File: src/rtl/sw_cond.sv
// ---------------------------------------------------------------------------
// sw_cond -- four-channel player-button conditioner.
//
// Each raw button bit is brought into the clk domain through a two-flop
// synchronizer. It is then debounced by a per-bit counter: a new level is
// accepted only after it has differed from the current debounced level for
// DEBOUNCE_CYCLES consecutive cycles. Debounced 0->1 transitions produce a
// one-cycle rise pulse, and any_press summarises those pulses.
//
// Parameters
//   DEBOUNCE_CYCLES : stable cycles needed to accept a new level (2..65535)
//   CNT_W           : debounce counter width, 2**CNT_W > DEBOUNCE_CYCLES
//
// Ports
//   clk       in   single clock, rising-edge
//   rst       in   synchronous active-high reset
//   raw_sw    in   [3:0] asynchronous, bouncing buttons (active-high)
//   switches  out  [3:0] registered debounced levels
//   sw_rise   out  [3:0] registered one-cycle pulse on each debounced 0->1
//   any_press out  registered, high exactly when sw_rise is nonzero
// ---------------------------------------------------------------------------
module sw_cond #(
    parameter int DEBOUNCE_CYCLES = 16,
    parameter int CNT_W           = 16
) (
    input  logic       clk,
    input  logic       rst,
    input  logic [3:0] raw_sw,
    output logic [3:0] switches,
    output logic [3:0] sw_rise,
    output logic       any_press
);

    // Final count value; the edge that finds a counter here accepts the level.
    localparam logic [CNT_W-1:0] CNT_LAST = CNT_W'(DEBOUNCE_CYCLES - 1);
    localparam logic [CNT_W-1:0] CNT_ONE  = CNT_W'(1);

    logic [3:0]       s1;
    logic [3:0]       s2;
    logic [CNT_W-1:0] cnt      [4];
    logic [CNT_W-1:0] cnt_next [4];
    logic [3:0]       accept;
    logic [3:0]       sw_next;
    logic [3:0]       rise_next;

    // Debounce decision, one independent lane per bit. Only synchronized
    // (s2) and registered values feed this logic, so no combinational path
    // exists from raw_sw to any output.
    always_comb begin
        accept    = '0;
        cnt_next  = '{default: '0};
        for (int i = 0; i < 4; i++) begin
            accept[i] = (s2[i] != switches[i]) && (cnt[i] == CNT_LAST);
            // Agreement or acceptance clears the counter, so it never passes
            // CNT_LAST and cannot wrap; a short glitch also lands back at 0.
            if ((s2[i] == switches[i]) || accept[i]) begin
                cnt_next[i] = '0;
            end else begin
                cnt_next[i] = cnt[i] + CNT_ONE;
            end
        end
        sw_next   = (switches & ~accept) | (s2 & accept);
        // An accepted bit always flips, so accept & s2 marks exactly 0->1.
        rise_next = accept & s2;
    end

    always_ff @(posedge clk) begin
        if (rst) begin
            s1        <= '0;
            s2        <= '0;
            for (int i = 0; i < 4; i++) begin
                cnt[i] <= '0;
            end
            switches  <= '0;
            sw_rise   <= '0;
            any_press <= 1'b0;
        end else begin
            // Synchronizer stages
            s1        <= raw_sw;
            s2        <= s1;
            // Debounce counters and registered outputs
            for (int i = 0; i < 4; i++) begin
                cnt[i] <= cnt_next[i];
            end
            switches  <= sw_next;
            sw_rise   <= rise_next;
            any_press <= |rise_next;
        end
    end

endmodule

File: config.mk
export PLATFORM = sky130hd
export DESIGN_NAME = sw_cond
export DESIGN_NICKNAME = d
export VERILOG_FILES = /design/src/rtl/sw_cond.sv
export SDC_FILE = /design/constraint.sdc
export NUM_CORES = 1
export LEC_CHECK = 0
export CAP_MARGIN = 20
export CORE_UTILIZATION = 55
export CTS_BUF_LIST = sky130_fd_sc_hd__clkbuf_8
export DETAILED_ROUTE_END_ITERATION = 16
export PLACE_DENSITY = 0.73
export RECOVER_POWER = 25
export SLEW_MARGIN = 20
export SYNTH_ARGS = -nofsm -noshare
export SYNTH_HDL_FRONTEND = slang
export SYNTH_SLANG_ARGS = --single-unit
File: constraint.sdc
create_clock -name clk -period 2.9 [get_ports clk]
set_input_delay 0.58 -clock clk [delete_from_list [all_inputs] [get_ports clk]]
set_output_delay 0.58 -clock clk [all_outputs]
set_load 0.05 [all_outputs]
After elaboration in Yosys (flattened, before gate mapping)
Memory sizes are Yosys's and may differ from the RTL's.
Index checks and enable logic that the tools add are counted.
{"block": "totals", "ram_bits": 64, "n_memories": 1, "in_bits": 6, "output_inout_bits": 9, "register_bits": 17, "wordCells": 50}
{"memory": "cnt", "words": 4, "word_bits": 16, "rd": 4, "rd_clocked_by_memory_dff": 0, "write_ports": 4, "line": "40", "text": "logic [CNT_W-1:0] cnt [4];"}
{"block": "op_classes", "n_addsub": 4, "n_bitwise": 8, "n_reduce_logical": 9, "n_eq_ne": 12, "muxes": 11}
{"operator": "16-bit two-way mux", "count": 8}
{"operator": "16-bit by 1-bit adder with 16-bit output, second input constant", "count": 4}
{"operator": "16-bit by 4-bit equality test with 1-bit output, second input constant", "count": 4}
{"operator": "4-bit bitwise AND", "count": 2}
{"operator": "1-bit equality test", "count": 4}
{"operator": "1-bit logical AND", "count": 4}
{"operator": "1-bit logical OR", "count": 4}
{"operator": "1-bit inequality test", "count": 4}
{"operator": "4-bit inverter", "count": 1}
{"operator": "1-bit OR", "count": 4}
{"operator": "4-bit OR", "count": 1}
{"operator": "4-bit OR reduction", "count": 1}
{"operator": "1-bit two-way mux", "count": 3}

Logic depth before layout (Yosys ltp)
{"block": "depth", "depth_word": 5, "ltp_mapped": 7}

Worst setup path before layout
Ideal clock, no wire load.
{"block": "synth_path", "path_type": "register -> register", "from": "memory cnt[1][0]", "to": "register any_press", "path_stages_with_launch": 6, "arrival_time_ns": 1.483, "t_required_ns": 2.823, "path_buffers": 0, "setup_ns": 0.077, "path_slack_ns": 1.340, "path_cell_list": "dfxtp_1 > ha_1 > and3_1 > nand4_1 > or3b_1 > a41oi_2"}
{"element": "from (decl)", "line": "40"}
{"element": "to (signal assigned)", "line": "87", "text": "any_press <= |rise_next;"}
{"element": "to (decl)", "line": "31", "text": "output logic any_press"}

==> flow_summary_export.csv <==
group,metric,value,unit
cells_and_area,nets,388,
clocking,clkSinkCount,81,
global_route,grt-ovfl-total,0,
power_and_ir_drop,internal-power,0.00164,W
die,die_area,6380,sq um
yosys,avgSynthCellArea,9.20,sq um
clocking,ctsHoldBuffers,0,
critical_path,r2r_cells,5,
sta,finalMaxSlewViolations,0,
yosys,synth_top_flop_cell,"dfxtp_1",
yosys,yosysTopAreaCellShare,0.486,
clocking,clock-root-buffer,"clkbuf_8",
critical_path,crit_arrival,1.58,ns
die,initial_core_util,0.567,
cells_and_area,antennaDiodeCount,0,
flow_run,cap_viol_max_count,0,
yosys,async_flop_share,0,
die,core,5890,sq um
die,die_y,79.9,um
power_and_ir_drop,cellPowerDensity,552,nW/um^2
power_and_ir_drop,peakVddDrop,658,uV
die,placementRows,28,
min_path,hp-class,"flop to flop",
sta,fmax,0.462,GHz
sta,fin_skew,0.00735,ns
power_and_ir_drop,seqPwrFrac,0.543,
placement,dp_hpwl,3780,um
cells_and_area,n_fill_cell,505,
drt,vias_per_cell,5.35,
clocking,cts_tree,"yes",
yosys,yosysUniqueCellTypes,29,
critical_path,critical_path.cell_chain,"clkdlybuf4s50_1",
yosys,synth_seq_cells,81,
power_and_ir_drop,combPwrFrac,0.013,
drt,remaining_drc_errors,0,
placement,gp_routability_congestion,0.794,
die,io_pins,15,
clocking,ctsLongestPathBuffers,2,
global_route,grt_max_degree,16,
yosys,syn_nets,373,
power_and_ir_drop,switchingPower,0.000424,W
global_route,antenna_found_initial,0,
yosys,synth_area_leader_cell,"dfxtp_1",
drt,postRouteAntennaNets,0,
sta,period_share,0.746,
clocking,cts_buffers,9,
sta,fin_hold_ws,0.442,ns
drt,drt_pass1_iterations,4,
drt,via_count,2449,
yosys,yosys_warnings,0,
cells_and_area,layout-drive-gt1-share,0.0522,
die,die_x,79.9,um
cells_and_area,final_util,0.636,
drt,wire_per_inst,12.2,um
clocking,post_cts_buffers,0,
sta,tightestPinTransition,0.521,ns
critical_path,cp_slowest_cell,"clkdlybuf4s50_1",
clocking,clkTransAtPathRegs,0.08,ns
clocking,h-tree-depth,3,
sta,tns,0,ns
critical_path,path_buf_inv,1,
min_path,hold_path_depth,1,
critical_path,critPathKind,"flop to output pin",
clocking,cts_resized,0,
sta,finalHoldViolCount,0,
outcome,status,"finished, final reports clean",
critical_path,crit_family,"buffers and inverters",
critical_path,cp.depth,1,
power_and_ir_drop,clkPwrFrac,0.444,
sta,final_period_minus_worst_setup_slack,2.16,ns
drt,drt_iter0_markers,84,
sta,rsz0062_at_grt,"false",
power_and_ir_drop,p_sw_frac,0.206,
critical_path,cp-end-kind,"output pin",
global_route,grt_pass1_wl,9430,um
yosys,syn-instance-count,363,
critical_path,start_kind,"flop",
cells_and_area,areaGrowthSynthToFinish,12.1,%
yosys,synth_area_leaders,"dfxtp_1 49%, xnor2_1 8.1%, nor2_1 7.4%",
drt,routed_wl,5570,um
yosys,synth_edf_count,0,
clocking,clk_latency,0.35,ns
yosys,netlist_area,3340,sq um
sta,setup_violations,0,
critical_path,crit_required,2.32,ns
global_route,grt_use_total,0.190,
yosys,ys_seq_area_frac,0.486,
critical_path,path_max_fanout,4,
placement,portBuffers,14,
sta,slew_headroom,0.652,
critical_path,cpPeakStageDelay,0.83,ns
global_route,grt_pass1_vias,2172,
power_and_ir_drop,p_leak,1.25,nW
-- final cells by class --
class / instances / area [sq um] / area share
tap: 75 / 93.8 / 0.0251
sequential: 81 / 1620 / 0.433
inverter: 3 / 11.3 / 0.00301
multi-input combinational: 267 / 1640 / 0.438
clock buffer: 10 / 138 / 0.0368
clock inverter: 6 / 91.3 / 0.0244
timing repair buffer: 16 / 148 / 0.0394
-- power groups by stage --
stage                     Combinational [W]  Clock, W  Sequential [W]
after global routing              0.0000301  0.000979         0.00112
after floorplan                   0.0000167         0         0.00115
final                             0.0000266  0.000917         0.00112
after detailed placement          0.0000282         0         0.00115
after CTS                         0.0000283  0.000938         0.00112
after global placement            0.0000278         0         0.00115
-- cell usage after synthesis (3+ instances only) --
cell type	instances
dfxtp_1	81
nor2_1	66
xnor2_1	31
xor2_1	22
nand3_1	20
nor4_1	18
nand2_1	17
nand4_1	16
and3_1	14
nor3_1	10
nor2b_1	8
a21oi_1	7
buf_2	7
and4_1	5
or3_1	5
ha_1	4
mux2i_1	4
o21ai_0	4
or3b_1	4
clkbuf_1	3
inv_1	3
o31ai_1	3
or4_1	3
-- cells by family after synthesis --
logic type               Yosys count  synth area share
multiplexers                       4            0.0120
flip-flops                        81             0.486
buffers and inverters             15            0.0229
AND/OR/NAND/NOR                  191             0.297
XOR/XNOR                          53             0.139
AO/OA/AOI/OAI                     15            0.0281
adder cells (fa/ha/maj)            4            0.0150
-- path summary, 6_finish.rpt --
path | start | end | slack, ns
hold / removal | s1[0]$_SDFF_PP0_ | s2[0]$_SDFF_PP0_ | 0.44
setup / recovery | flop | switches[2] | 0.74
hold reg to reg | s1[0]$_SDFF_PP0_ | s2[0]$_SDFF_PP0_ | 0.44
setup reg to reg | cnt[2][0]$_SDFF_PP0_ | any_press$_SDFF_PP0_ | 1.10
-- flip-flops by register name (all words and copies together) (netlist names), named ones only --
signal and flops:
cnt 64, s2 4, s1 4, any_press 1
sw_rise 4
-- per-layer routing --
layer  share of wire  GRT usage
met3           0.034     0.0583
met4           0.013     0.0750
met1            0.51      0.248
met2            0.44      0.292
met5               0          0
-- metrics by stage --
| step | setup WS [ns] | instances | instance area [sq um] | total power, W |
|---|---|---|---|---|
| 3_3_place_gp | 0.848 | 442 | 3520 | 0.00118 |
| 3_5_place_dp | 0.834 | 442 | 3520 | 0.00118 |
| 6_report | 0.736 | 458 | 3740 | 0.00207 |
| 4_1_cts | 0.706 | 458 | 3750 | 0.00209 |
| 5_1_grt | 0.673 | 458 | 3740 | 0.00213 |
| 2_1_floorplan | 1.34 | 363 | 3340 | 0.00116 |
-- placed cells by master (no fill, tap or decap) --
| cell type | synthesis | final |
|---|---|---|
| dfxtp_1 | 81 | 81 |
| nor2_1 | 66 | 66 |
| xnor2_1 | 31 | 31 |
| xor2_1 | 22 | 22 |
| nand3_1 | 20 | 20 |
| nor4_1 | 18 | 18 |
| nand2_1 | 17 | 17 |
| nand4_1 | 16 | 16 |
| and3_1 | 14 | 14 |
| clkdlybuf4s50_1 | 0 | 13 |
| nor3_1 | 10 | 10 |
| clkbuf_8 | 0 | 10 |
| nor2b_1 | 8 | 8 |
| a21oi_1 | 7 | 7 |
| and4_1 | 5 | 5 |
| or3_1 | 5 | 5 |
| o21ai_0 | 4 | 4 |
| mux2i_1 | 4 | 4 |
| or3b_1 | 4 | 4 |
| ha_1 | 4 | 4 |
| o31ai_1 | 3 | 3 |
| or4_1 | 3 | 3 |
| inv_1 | 3 | 3 |
| clkinv_4 | 0 | 3 |
| nand4_2 | 2 | 2 |
| and2_1 | 2 | 2 |
| bufinv_16 | 0 | 2 |
| clkbuf_1 | 3 | 2 |
| nand3_2 | 1 | 1 |
| a41oi_2 | 1 | 1 |
| clkinv_2 | 0 | 1 |
| dlygate4sd3_1 | 0 | 1 |
No activity file was read; power rests on OpenSTA's default activity.
